## src/rtl/mem_access_pkg.sv

```systemverilog
// Shared definitions for the data-memory access unit: FSM states, RV32I
// load/store Funct3 encodings and access-size helpers.
package mem_access_pkg;

    typedef enum logic [2:0] {
        IDLE,
        ACC0,
        ACC1,
        WAIT,
        DONE
    } state_t;

    localparam logic [2:0] F3_LB  = 3'b000;
    localparam logic [2:0] F3_LH  = 3'b001;
    localparam logic [2:0] F3_LW  = 3'b010;
    localparam logic [2:0] F3_LBU = 3'b100;
    localparam logic [2:0] F3_LHU = 3'b101;

    localparam logic [2:0] F3_SB  = 3'b000;
    localparam logic [2:0] F3_SH  = 3'b001;
    localparam logic [2:0] F3_SW  = 3'b010;

    localparam logic [2:0] SIZE_B = 3'd1;
    localparam logic [2:0] SIZE_H = 3'd2;
    localparam logic [2:0] SIZE_W = 3'd4;

    function automatic logic [2:0] access_size(input logic [2:0] f3);
        case (f3[1:0])
            2'b00:   return SIZE_B;
            2'b01:   return SIZE_H;
            default: return SIZE_W;
        endcase
    endfunction

    function automatic logic f3_legal(input logic is_load, input logic [2:0] f3);
        if (is_load)
            return f3 inside {F3_LB, F3_LH, F3_LW, F3_LBU, F3_LHU};
        return f3 inside {F3_SB, F3_SH, F3_SW};
    endfunction

    function automatic logic crosses_word(input logic [1:0] off, input logic [2:0] size);
        return ({2'b00, off} + {1'b0, size}) > 4'd4;
    endfunction

    function automatic logic [3:0] size_mask(input logic [2:0] size);
        case (size)
            SIZE_B:  return 4'b0001;
            SIZE_H:  return 4'b0011;
            default: return 4'b1111;
        endcase
    endfunction

endpackage

```

## src/rtl/load_extend.sv

```systemverilog
// Byte selection from a two-word window and sign/zero extension of load data.
module load_extend
    import mem_access_pkg::*;
#(
    parameter int DATA_W = 32
) (
    input  logic [DATA_W-1:0] word0,
    input  logic [DATA_W-1:0] word1,
    input  logic [1:0]        off,
    input  logic [2:0]        funct3,
    output logic [DATA_W-1:0] data
);

    logic [DATA_W-1:0] sel;

    always_comb begin
        sel = DATA_W'({word1, word0} >> {off, 3'b000});
        case (funct3)
            F3_LB:   data = {{(DATA_W-8){sel[7]}}, sel[7:0]};
            F3_LBU:  data = {{(DATA_W-8){1'b0}}, sel[7:0]};
            F3_LH:   data = {{(DATA_W-16){sel[15]}}, sel[15:0]};
            F3_LHU:  data = {{(DATA_W-16){1'b0}}, sel[15:0]};
            default: data = sel;
        endcase
    end

endmodule

```

## src/rtl/mem_access_unit.sv

```systemverilog
// MEM-stage load/store unit: splits misaligned accesses across two word
// cycles, aligns store lanes and assembles load data.
module mem_access_unit
    import mem_access_pkg::*;
#(
    parameter int DM_ADDRESS = 9,
    parameter int DATA_W     = 32
) (
    input  logic                  clk,
    input  logic                  reset,
    input  logic                  req_valid,
    output logic                  req_ready,
    input  logic                  MemRead,
    input  logic                  MemWrite,
    input  logic [2:0]            Funct3,
    input  logic [DM_ADDRESS-1:0] addr,
    input  logic [DATA_W-1:0]     wd,
    output logic                  resp_valid,
    output logic                  resp_err,
    output logic [DATA_W-1:0]     rd,
    output logic [DM_ADDRESS-1:0] mem_addr,
    output logic                  mem_re,
    output logic [3:0]            mem_wr,
    output logic [DATA_W-1:0]     mem_wd,
    input  logic [DATA_W-1:0]     mem_rdata
);

    state_t state, next_state;

    logic [1:0]        a_off;
    logic [2:0]        a_f3;
    logic              a_load;
    logic              a_legal;
    logic              a_split;
    logic [3:0]        a_wr_hi;
    logic [DATA_W-1:0] word0;
    logic [DATA_W-1:0] lo_word;
    logic [DATA_W-1:0] ld_data;

    logic              accept;
    logic              in_legal;
    logic              in_split;
    logic [2:0]        in_size;
    logic [7:0]        in_mask;
    logic [DATA_W-1:0] in_rot;

    assign req_ready = (state == IDLE);
    assign accept    = req_valid && req_ready && (MemRead || MemWrite);
    assign in_legal  = f3_legal(MemRead, Funct3);
    assign in_size   = access_size(Funct3);
    assign in_split  = in_legal && crosses_word(addr[1:0], in_size);
    assign in_mask   = {4'b0000, size_mask(in_size)} << addr[1:0];
    assign in_rot    = DATA_W'(({wd, wd} << {addr[1:0], 3'b000}) >> DATA_W);

    // Unsplit loads read their only word straight off mem_rdata in WAIT.
    assign lo_word = a_split ? word0 : mem_rdata;

    load_extend #(.DATA_W(DATA_W)) u_load_extend (
        .word0  (lo_word),
        .word1  (mem_rdata),
        .off    (a_off),
        .funct3 (a_f3),
        .data   (ld_data)
    );

    always_ff @(posedge clk or negedge reset) begin
        if (!reset) state <= IDLE;
        else        state <= next_state;
    end

    always_comb begin
        next_state = state;
        case (state)
            IDLE: if (accept) next_state = ACC0;
            ACC0: begin
                if (!a_legal)     next_state = DONE;
                else if (a_split) next_state = ACC1;
                else if (a_load)  next_state = WAIT;
                else              next_state = DONE;
            end
            ACC1:    next_state = a_load ? WAIT : DONE;
            WAIT:    next_state = DONE;
            DONE:    next_state = IDLE;
            default: next_state = IDLE;
        endcase
    end

    // Memory-side outputs are registered on the edge entering ACC0/ACC1.
    always_ff @(posedge clk or negedge reset) begin
        if (!reset) begin
            resp_valid <= 1'b0;
            resp_err   <= 1'b0;
            rd         <= '0;
            mem_addr   <= '0;
            mem_re     <= 1'b0;
            mem_wr     <= '0;
            mem_wd     <= '0;
            a_off      <= '0;
            a_f3       <= '0;
            a_load     <= 1'b0;
            a_legal    <= 1'b0;
            a_split    <= 1'b0;
            a_wr_hi    <= '0;
            word0      <= '0;
        end else begin
            resp_valid <= 1'b0;
            mem_re     <= 1'b0;
            mem_wr     <= '0;
            case (state)
                IDLE: begin
                    if (accept) begin
                        a_off   <= addr[1:0];
                        a_f3    <= Funct3;
                        a_load  <= MemRead;
                        a_legal <= in_legal;
                        a_split <= in_split;
                        a_wr_hi <= in_mask[7:4];
                        if (in_legal) begin
                            mem_addr <= {addr[DM_ADDRESS-1:2], 2'b00};
                            mem_re   <= MemRead;
                            if (!MemRead) begin
                                mem_wr <= in_mask[3:0];
                                mem_wd <= in_rot;
                            end
                        end
                    end
                end
                ACC0: begin
                    if (next_state == ACC1) begin
                        mem_addr <= mem_addr + DM_ADDRESS'(4);
                        mem_re   <= a_load;
                        mem_wr   <= a_load ? 4'b0000 : a_wr_hi;
                    end
                end
                ACC1:    word0 <= mem_rdata;
                default: ;
            endcase
            if (next_state == DONE) begin
                resp_valid <= 1'b1;
                resp_err   <= !a_legal;
                rd         <= (a_legal && a_load) ? ld_data : '0;
            end
        end
    end

endmodule

```

## config.mk

```make
export PLATFORM = sky130hd
export DESIGN_NAME = mem_access_unit
export DESIGN_NICKNAME = d
export VERILOG_FILES = /design/src/rtl/mem_access_pkg.sv /design/src/rtl/load_extend.sv /design/src/rtl/mem_access_unit.sv
export SDC_FILE = /design/constraint.sdc
export NUM_CORES = 1
export LEC_CHECK = 0
export BUFFER_PORTS_ARGS = -buffer_cell sky130_fd_sc_hd__buf_2
export CORE_ASPECT_RATIO = 1.75
export CORE_MARGIN = 4
export CORE_UTILIZATION = 35
export CTS_CLUSTER_SIZE = 10
export DETAILED_ROUTE_END_ITERATION = 16
export MAX_ROUTING_LAYER = met4
export PLACE_DENSITY = 0.64
export SYNTH_ARGS = -nofsm -noshare
export SYNTH_HDL_FRONTEND = slang
export SYNTH_SLANG_ARGS = --single-unit
```

## constraint.sdc

```tcl
create_clock -name clk -period 4.6 [get_ports clk]
set_input_delay 0.46 -clock clk [delete_from_list [all_inputs] [get_ports clk]]
set_output_delay 0.46 -clock clk [all_outputs]
set_load 0.005 [all_outputs]
```

==> impl_metrics.py, run 1 <==
metrics = {
    "clock_tree": {
        "cts_tree": "built",
        "clkLatencyLatePin_ns": 0.42,
        "hold_buffers": 0,
        "cts_max_path_buffers": 2,
        "cts-root-buf": "clkbuf_16",
        "htree_levels": 4,
        "post_cts_buffers": 0,
        "cts_resized": 0,
        "numCtsBuffers": 17,
        "cts_sinks": 124,
        "clk_pin_slew_worst_paths_ns": 0.06,
    },
    "logic_synthesis": {
        "syn_area_sq_um": 7190,
        "synth_top_flop_cell": "dfrtp_1",
        "synth_seq_area_share_pct": 43.2,
        "synth_area_leaders": "dfrtp_1 (43%), mux2i_1 (12%), mux2_2 (8.1%)",
        "netlist_instances": 693,
        "yosys.area.top_type": "dfrtp_1",
        "yosysWarnings": 0,
        "synth_edf_count": 0,
        "synth_seq_cells": 124,
        "async_flop_share_pct": 100,
        "synth.avg_cell_area_sq_um": 10.4,
        "yosysTopAreaCellShare_pct": 43.2,
        "yosysUniqueCellTypes": 57,
    },
    "power": {
        "vdd_drop_max_uv": 260,
        "clkPwrFrac_pct": 28.6,
        "power.switching_mw": 1.85,
        "pwr-share-comb_pct": 36.1,
        "internal_power_mw": 3.37,
        "power_density_nw_per_um2": 598,
        "p_leak_nw": 4.22,
        "sw_frac_of_total_pct": 35.4,
        "power_frac_seq_pct": 35.3,
    },
    "worst_setup_path": {
        "path_class": "flip-flop to flip-flop",
        "start_kind": "flip-flop",
        "cp_max_fo": 34,
        "arrival_ns": 2.94,
        "end_kind": "flip-flop",
        "crit_required_ns": 4.92,
    },
    "place": {
        "dp_hpwl_um": 15000,
        "placed_area_sq_um": 8070,
        "place_ws_ns": 2.01,
        "io_buffers": 159,
        "gp_congestion": 0.918,
    },
    "route": {
        "vias": 5888,
        "drc": 0,
        "drt_iter0_markers": 374,
        "firstDrtPassIters": 7,
        "wire_per_inst_um": 19.0,
        "avgViaCountPerCell": 5.45,
        "postRouteWirelength_um": 20500,
        "postRouteAntennaNets": 0,
    },
    "timing": {
        "slew-limit-headroom_pct": 19.1,
        "max_freq_ghz": 0.381,
        "setup_tns_ns": 0,
        "hold_viol_final": 0,
        "clock_skew_ns": 0.0132,
        "finalMaxSlewViolations": 0,
        "rsz0062_at_grt": "false",
        "period_minus_slack_ns": 2.62,
        "setup_slack_ns": 1.98,
        "worst_slew_pin_slew_ns": 1.21,
        "fin_crit_sh_pct": 57.1,
        "setup_violations": 0,
    },
    "grt": {
        "grt_pass1_vias": 5927,
        "grt_max_degree": 93,
        "track_usage_pct": 18.6,
        "antenna_found_initial": 0,
        "grt_pass1_wl_um": 31800,
        "globalRouteOverflowTotal": 0,
    },
    "die": {
        "die_h_um": 198,
        "start_util_pct": 35.4,
        "dieArea_sq_um": 23000,
        "die_x_um": 116,
        "io_pins": 162,
        "fp-row-count": 69,
        "core-area_sq_um": 20300,
    },
    "cells_and_area": {
        "drive_above_1_share_pct": 33.5,
        "antenna_cells": 0,
        "area_delta_synth_final_pct": 21.4,
        "final_area_sq_um": 8720,
        "nNetsFinal": 906,
    },
    "job": {
        "drv_cap": 0,
    },
    "outcome": {
        "status": "finished, final reports clean",
    },
    "worst_hold_path": {
        "min_path_type": "input pin to async pin",
    },
}
-- cells in the mapped netlist, drive strengths merged (2+ instances only) --
cell type  number
and3            4
a22oi          12
a21o           19
o2bb2a          2
a22o            2
o211ai         16
o22ai           2
o2111ai         3
or2             2
a211oi         16
mux2           54
nand3          17
nand4          18
a21oi          21
nand2          57
a2bb2oi         2
a31oi           2
dfrtp         124
mux2i          84
o2bb2ai         8
o31ai           3
nor3            6
nand2b          3
o21ai          63
inv            10
buf            36
nor2b           5
ha              5
mux4            8
nand3b          2
clkbuf         26
nor2           46
-- power groups by stage --
stage                     Clock (mW)  Combinational [mW]  Sequential [mW]
after floorplan                    0                1.41             1.73
after global placement             0                1.88             1.85
after detailed placement           0                1.91             1.86
after CTS                       1.52                1.92             1.84
after global routing            1.57                2.07             1.90
final                           1.49                1.89             1.84
-- per-stage QoR --
step                      utilization (%)  hold slack [ns]  total power, mW  std cells
after global routing                 43.0            0.189             5.55       1080
after global placement               39.8            0.456             3.73       1048
after floorplan                         -            0.164             3.14        694
after CTS                            43.0            0.169             5.28       1080
final                                43.0            0.118             5.22       1080
after detailed placement             39.8            0.462             3.77       1048
-- layout by cell type, fill, tap and decap left out, types with 5 or more instances in the layout --
cell type	instances
clkbuf_16	17
bufinv_16	5
a22oi_1	12
nand4_1	17
mux4_2	8
a21oi_1	21
mux2i_1	84
a21o_1	19
a211oi_1	7
inv_1	10
buf_2	158
o211ai_1	16
o21ai_1	22
o21ai_0	41
buf_4	9
a211oi_2	9
nand2_1	57
nor3_1	6
o2bb2ai_1	7
dfrtp_1	123
mux2_2	52
nand3_1	17
nor2_1	46
ha_1	5
-- worst paths after layout --
check	from	cells past startpoint	slack, ns	to
min	reset	1	0.12	word0[21]
max reg2reg	a_off[0]	5	1.98	rd[10]
max	a_off[0]	5	1.98	rd[10]
max in group asynchronous	reset	2	3.47	mem_addr[7]
min in group clk	mem_rdata[27]	2	0.29	word0[27]
min reg2reg	mem_wd[5]	1	0.47	mem_wd[5]
-- worst max-delay path, cell delays in order (launching register included) --
cell      delay [ns]
dfrtp_2         0.86
buf_4           0.54
mux2i_1         0.14
nand2_1         0.13
nand4_2         0.53
o211ai_1        0.29
-- per-layer routing --
metal  track usage [%]  vias up  share of wire (%)
li1                  -     2798                  -
met1              19.2     2876                 36
met2              33.1      174                 56
met3              3.80       40                4.7
met4              8.73        0                3.9
met5                 -        -                  0
-- cell type report --
cell class / instances / area [sq um]
Sequential cell: 124 / 3100
Clock inverter: 13 / 210
Inverter: 10 / 37.5
Multi-Input combinational cell: 498 / 3750
Timing Repair Buffer: 168 / 870
Clock buffer: 19 / 443
Fill cell: 2011 / 11600
Tap cell: 248 / 310
-- cell families (layout without fill, tap and decap cells) --
logic type	count (synthesis)	after routing	synth area share (%)
XOR/XNOR	1	1	0.122
multiplexers	146	146	22.7
AO/OA/AOI/OAI	176	176	16.8
AND/OR/NAND/NOR	167	167	11.1
buffers and inverters	72	210	4.93
flip-flops	124	124	43.2
other	1	2	0.0522
adder cells (fa/ha/maj)	6	6	1.15
-- sequential cells by signal, indices dropped and copies added, names as in the netlist --
register and count:
a_off 2, rd 32, mem_addr 7, state 3
a_load 1, mem_wr 4, mem_re 1, resp_err 1
resp_valid 1, a_legal 1, word0 32, a_split 1
mem_wd 32, a_wr_hi 3, a_f3 3
(Power assumes the default switching activity.)
==> inputs of run 2 (changes only) <==
--- a/config.mk
+++ b/config.mk
@@ -12,7 +12,7 @@
 export CTS_CLUSTER_SIZE = 10
 export DETAILED_ROUTE_END_ITERATION = 16
 export MAX_ROUTING_LAYER = met4
-export PLACE_DENSITY = 0.64
+export PLACE_DENSITY = 0.66
 export SYNTH_ARGS = -nofsm -noshare
 export SYNTH_HDL_FRONTEND = slang
 export SYNTH_SLANG_ARGS = --single-unit
==> constraint.sdc (replaced) <==
create_clock -name clk -period 2.4 [get_ports clk]
set_input_delay 0.24 -clock clk [delete_from_list [all_inputs] [get_ports clk]]
set_output_delay 0.24 -clock clk [all_outputs]
set_load 0.005 [all_outputs]
==> run 2 against run 1 <==
Compared with the run above: final cell count up 1.0%; critical path type unchanged; critical path depth fell by 1; register-to-register slack lost 1.7 ns; sequential share of layout area is 0.16 points lower; final area grew 0.44%.
==> impl_metrics.py, run 2 (synthesized netlist as in run 1, its figures left out) <==
metrics = {
    "power": {
        "p_leak_nw": 4.24,
        "clkPwrFrac_pct": 24.3,
        "power.switching_mw": 3.61,
        "pwr-share-comb_pct": 40.2,
        "power_density_nw_per_um2": 1100,
        "vdd_drop_max_uv": 647,
        "internal_power_mw": 6.02,
        "sw_frac_of_total_pct": 37.5,
        "power_frac_seq_pct": 35.5,
    },
    "worst_hold_path": {
        "hold_end": "word0[5]",
        "hp-start": "mem_rdata[5]",
        "min_path_type": "input pin to flip-flop",
        "holdPathStages": 2,
    },
    "timing": {
        "setup_tns_ns": 0,
        "period_minus_slack_ns": 2.09,
        "fin_crit_sh_pct": 87.0,
        "slew-limit-headroom_pct": 30.5,
        "finalMaxSlewViolations": 0,
        "worst_slew_pin_slew_ns": 1.04,
        "hold_viol_final": 0,
        "max_freq_ghz": 0.479,
        "clock_skew_ns": 0.00914,
        "rsz0062_at_grt": "false",
        "setup_violations": 0,
    },
    "grt": {
        "grt_max_degree": 69,
        "track_usage_pct": 18.6,
        "grt_pass1_wl_um": 31800,
        "globalRouteOverflowTotal": 0,
        "grt_pass1_vias": 5999,
        "antenna_found_initial": 0,
    },
    "cells_and_area": {
        "final_common_cell": "buf_2",
        "area_delta_synth_final_pct": 21.9,
        "mostFrequentLayoutCells": "buf_2 (158), dfrtp_1 (123), mux2i_1 (84), nand2_1 (57), mux2_2 (52)",
        "fin_cells": 1091,
        "largestRegisters": "mem_wd x32, rd x32, word0 x32",
        "fill_cells": 1972,
        "drive_above_1_share_pct": 34.4,
        "antenna_cells": 0,
        "nNetsFinal": 917,
    },
    "route": {
        "firstDrtPassIters": 4,
        "drt_iter0_markers": 408,
        "drc": 0,
        "postRouteWirelength_um": 20500,
        "avgViaCountPerCell": 5.44,
        "wire_per_inst_um": 18.8,
        "vias": 5937,
        "postRouteAntennaNets": 0,
    },
    "die": {
        "start_util_pct": 35.4,
        "die_x_um": 116,
        "core-area_sq_um": 20300,
        "fp-row-count": 69,
        "dieArea_sq_um": 23000,
        "io_pins": 162,
        "die_h_um": 198,
    },
    "worst_setup_path": {
        "cp_num_buf_inv": 0,
        "critical-path-slowest-cell": "nand4_2",
        "arrival_ns": 2.41,
        "r2r_start": "a_f3[1]",
        "critPathTopFamily": "simple AND/OR/NAND/NOR gates",
        "cp_max_fo": 24,
        "end_kind": "flip-flop",
        "slowest_delay_ns": 0.57,
        "r2r_cells": 4,
        "r2r_slack_ns": 0.31,
        "worstPathCellList": "or3_1 > a2111oi_2 > nand4_2 > o211ai_1",
        "start_kind": "flip-flop",
        "path_class": "flip-flop to flip-flop",
        "crit_required_ns": 2.72,
        "rr_endpoint": "rd[9]",
    },
    "clock_tree": {
        "cts_sinks": 124,
        "cts_max_path_buffers": 2,
        "numCtsBuffers": 17,
        "cts_resized": 0,
        "htree_levels": 4,
        "clkLatencyLatePin_ns": 0.42,
        "cts_tree": "built",
        "cts-root-buf": "clkbuf_16",
        "clk_pin_slew_worst_paths_ns": 0.06,
    },
    "job": {
        "drv_cap": 0,
    },
    "place": {
        "dp.cells": 1058,
        "dp_hpwl_um": 15200,
        "gp_congestion": 0.901,
        "io_buffers": 159,
    },
    "outcome": {
        "status": "finished, final reports clean",
    },
}
run 2: cell count changes in the layout (fill, tap and decap cells not counted):
cell	delta
dlygate4sd3_1	+1
clkbuf_1	-1
clkbuf_8	-1
clkinv_2	+1
inv_8	+1
clkinv_4	+6
inv_6	-2
buf_12	+5
buf_4	+5
clkinvlp_4	+1
bufinv_16	-5
run 2: power by group through the flow:
stage	registers (mW)	clock network [mW]	logic (mW)
3_3_place_gp	3.43	0	3.85
2_1_floorplan	3.31	0	2.71
4_1_cts	3.42	2.42	3.93
6_report	3.42	2.34	3.87
3_5_place_dp	3.45	0	3.92
5_1_grt	3.53	2.52	4.25
run 2: per-layer routing:
metal / GRT usage, % / share of wire (%) / vias up / wire (um)
li1: - / - / 2831 / -
met1: 19.1 / 37 / 2886 / 7470
met2: 32.3 / 54 / 178 / 11100
met3: 3.56 / 4.0 / 42 / 823
met4: 10.8 / 5.4 / 0 / 1110
met5: - / 0 / - / 0
run 2: worst max-delay path by stage:
stage	startpoint	end	slack, ns	cells after the start
5_1_grt	state[0]	rd[9]	0.12	4
6_report	a_f3[1]	rd[9]	0.31	4
2_1_floorplan	state[1]	mem_addr[5]	0.68	6
3_3_place_gp	a_f3[1]	rd[12]	0.39	4
4_1_cts	a_f3[1]	rd[13]	0.32	4
3_5_place_dp	a_f3[1]	rd[11]	0.32	4
run 2: what timing repair did:
item | CTS | global route
hold endpoints to repair | 55 | 0
hold buffers | 1 | 0
buffers inserted | 0 | 0
run 2: through the flow:
stage / setup WS, ns / hold WS, ns / util (%) / instance area (sq um) / power [mW]
after floorplan: 0.683 / -0.0556 / - / 7190 / 6.02
after global placement: 0.388 / 0.245 / 40.5 / 8210 / 7.28
after detailed placement: 0.320 / 0.237 / 40.5 / 8210 / 7.37
after CTS: 0.323 / 0.0688 / 43.2 / 8760 / 9.77
after global routing: 0.124 / 0.0734 / 43.2 / 8760 / 10.3
final: 0.311 / 0.0920 / 43.2 / 8760 / 9.63
run 2: layout make-up:
class                           instances  area [sq um]  area share (%)
Clock buffer                           17           425            4.86
Timing Repair Buffer                  179          1020            11.6
Clock inverter                         15           119            1.36
Tap cell                              248           310            3.54
Inverter                               10          37.5           0.428
Sequential cell                       124          3100            35.4
Multi-Input combinational cell        498          3750            42.8
==> inputs of run 3 (changes only) <==
--- a/config.mk
+++ b/config.mk
@@ -5,6 +5,7 @@
 export SDC_FILE = /design/constraint.sdc
 export NUM_CORES = 1
 export LEC_CHECK = 0
+export ABC_AREA = 1
 export BUFFER_PORTS_ARGS = -buffer_cell sky130_fd_sc_hd__buf_2
 export CORE_ASPECT_RATIO = 1.75
 export CORE_MARGIN = 4
==> run 3 against run 2 <==
Compared with the run above: first-iteration DRC count rose by 13%; clock skew fell by 0.0017 ns; clock power increased by 9.0%; hold slack got worse by 0.029 ns; non-clock buffer count shrank 1; critical path type unchanged; critical endpoint is now rd[31].
==> impl_metrics.py, run 3 <==
metrics = {
    "outcome": {
        "status": "finished, final reports clean",
    },
    "route": {
        "drc": 0,
        "vias": 7189,
        "postRouteWirelength_um": 23200,
        "wire_per_inst_um": 16.2,
        "firstDrtPassIters": 5,
        "postRouteAntennaNets": 0,
        "avgViaCountPerCell": 5.02,
        "drt_iter0_markers": 460,
    },
    "worst_setup_path": {
        "crit_required_ns": 2.70,
        "critical-path-slowest-cell": "buf_4",
        "cp_max_fo": 58,
        "end_kind": "flip-flop",
        "start_kind": "flip-flop",
        "critPathTopFamily": "simple AND/OR/NAND/NOR gates",
        "startpoint": "a_off[0]",
        "r2r_start": "a_off[0]",
        "cpMostUsedCell": "nand2_1",
        "worstPathCellList": "buf_4 > nand3_1 > nand3_1 > nand2_1 > nand2_2 > nand3_2 > nand2_1 > nand2_1",
        "cp_num_buf_inv": 1,
        "path_class": "flip-flop to flip-flop",
        "slowest_delay_ns": 0.47,
        "arrival_ns": 2.30,
    },
    "timing": {
        "fin_crit_sh_pct": 83.2,
        "setup_tns_ns": 0,
        "finalMaxSlewViolations": 0,
        "rsz0062_at_grt": "false",
        "max_freq_ghz": 0.501,
        "slew-limit-headroom_pct": 52.5,
        "clock_skew_ns": 0.00743,
        "period_minus_slack_ns": 2.00,
        "worst_slew_pin_slew_ns": 0.712,
        "hold_viol_final": 0,
        "setup_violations": 0,
    },
    "logic_synthesis": {
        "synth_area_leaders": "dfrtp_1 (43%), nand2_1 (25%), o21ai_0 (7.1%)",
        "synthTopCellsByCount": "nand2_1 (477), dfrtp_1 (124), o21ai_0 (104)",
        "synth_seq_cells": 124,
        "syn_area_sq_um": 7290,
        "yosysTopAreaCellShare_pct": 42.6,
        "async_flop_share_pct": 100,
        "synth_top_flop_cell": "dfrtp_1",
        "netlist_instances": 1030,
        "synth.avg_cell_area_sq_um": 7.08,
        "synth_edf_count": 0,
        "yosysMostFrequentCell": "nand2_1",
        "yosysUniqueCellTypes": 35,
        "yosysWarnings": 0,
        "synth_seq_area_share_pct": 42.6,
        "yosys.area.top_type": "dfrtp_1",
    },
    "worst_hold_path": {
        "min_path_type": "input pin to flip-flop",
        "hp-start": "mem_rdata[30]",
    },
    "cells_and_area": {
        "final_common_cell": "nand2_1",
        "area_delta_synth_final_pct": 21.9,
        "final_area_sq_um": 8890,
        "nNetsFinal": 1255,
        "mostFrequentLayoutCells": "nand2_1 (477), buf_2 (158), dfrtp_1 (124), o21ai_0 (104), inv_1 (69)",
        "largestRegisters": "mem_wd x32, rd x32, word0 x32",
        "drive_above_1_share_pct": 19.8,
    },
    "grt": {
        "grt_pass1_wl_um": 37200,
        "track_usage_pct": 21.4,
        "grt_max_degree": 59,
        "antenna_found_initial": 3,
        "globalRouteOverflowTotal": 0,
        "grt_pass1_vias": 7270,
    },
    "job": {
        "drv_cap": 0,
    },
    "die": {
        "start_util_pct": 35.8,
        "dieArea_sq_um": 23300,
        "die_h_um": 199,
        "io_pins": 162,
        "fp-row-count": 69,
        "core-area_sq_um": 20400,
        "die_x_um": 117,
    },
    "place": {
        "placed_area_sq_um": 8290,
        "gp_congestion": 0.910,
        "io_buffers": 159,
        "dp_hpwl_um": 17600,
    },
    "clock_tree": {
        "cts_sinks": 124,
        "post_cts_buffers": 0,
        "cts_tree": "built",
        "cts_resized": 0,
        "clkLatencyLatePin_ns": 0.43,
        "numCtsBuffers": 17,
        "cts-root-buf": "clkbuf_16",
        "htree_levels": 4,
        "cts_max_path_buffers": 2,
        "hold_buffers": 1,
        "clk_pin_slew_worst_paths_ns": 0.06,
    },
    "power": {
        "p_leak_nw": 5.03,
        "power_density_nw_per_um2": 1280,
        "vdd_drop_max_uv": 488,
    },
}
==> run 3: cell types whose count changed in the layout (fill, tap and decap cells not counted), sizes merged, moves of 13 or more <==
cell    change
nand4      -15
a21o       -19
o21ai      +43
a211oi     -13
nand3      +49
nor2       -30
nand2     +426
mux2       -46
mux2i      -60
inv        +61
==> run 3: final cells by class <==
class	instances	area, sq um
Clock buffer	22	464
Clock inverter	10	115
Sequential cell	124	3100
Timing Repair Buffer	178	993
Fill cell	2162	11500
Inverter	75	283
Antenna cell	3	7.51
Tap cell	248	310
Multi-Input combinational cell	772	3610
==> run 3: report_power, final <==
group	switching [mW]	leakage (nW)	internal, mW
logic	3.27	3.17	1.83
clock network	0.967	0.277	1.58
registers	0.612	1.58	3.08
==> run 3: kinds of logic (layout without fill, tap and decap cells) <==
logic type | count (synthesis) | in the layout | share of synthesized area [%]
AND/OR/NAND/NOR | 570 | 570 | 31.5
multiplexers | 32 | 32 | 4.53
adder cells (fa/ha/maj) | 6 | 6 | 1.13
buffers and inverters | 135 | 285 | 8.06
other | 1 | 5 | 0.0514
XOR/XNOR | 2 | 2 | 0.240
AO/OA/AOI/OAI | 160 | 160 | 11.9
flip-flops | 124 | 124 | 42.6
==> run 3: metrics by stage <==
step / util (%) / cells / total power [mW] / hold slack [ns] / setup slack, ns
CTS: 43.6 / 1429 / 11.5 / 0.0477 / 0.392
global placement: 40.7 / 1396 / 8.78 / 0.285 / 0.479
detailed placement: 40.7 / 1396 / 8.84 / 0.294 / 0.408
floorplan: - / 1031 / 6.82 / -0.0556 / 0.684
global route: 43.6 / 1432 / 12.3 / 0.0473 / 0.185
finish: 43.6 / 1432 / 11.3 / 0.0633 / 0.404
==> run 3: path summary, 6_finish.rpt <==
check                              endpoint  slack, ns  depth (start not counted)
max in group asynchronous       mem_addr[8]       1.38                          3
worst min-delay path              word0[30]       0.06                          2
min in group asynchronous         word0[14]       0.37                          2
worst min register to register       rd[23]       0.48                          2
worst max-delay path                 rd[31]       0.40                          8
worst max register to register       rd[31]       0.40                          8
==> run 3: metal layers <==
metal | part of all wire (%) | global-route usage [%] | wire length (um)
met1 | 36 | 22.0 | 8320
met2 | 53 | 36.4 | 12200
met3 | 4.6 | 4.05 | 1070
met4 | 6.8 | 14.2 | 1580
met5 | 0 | - | 0
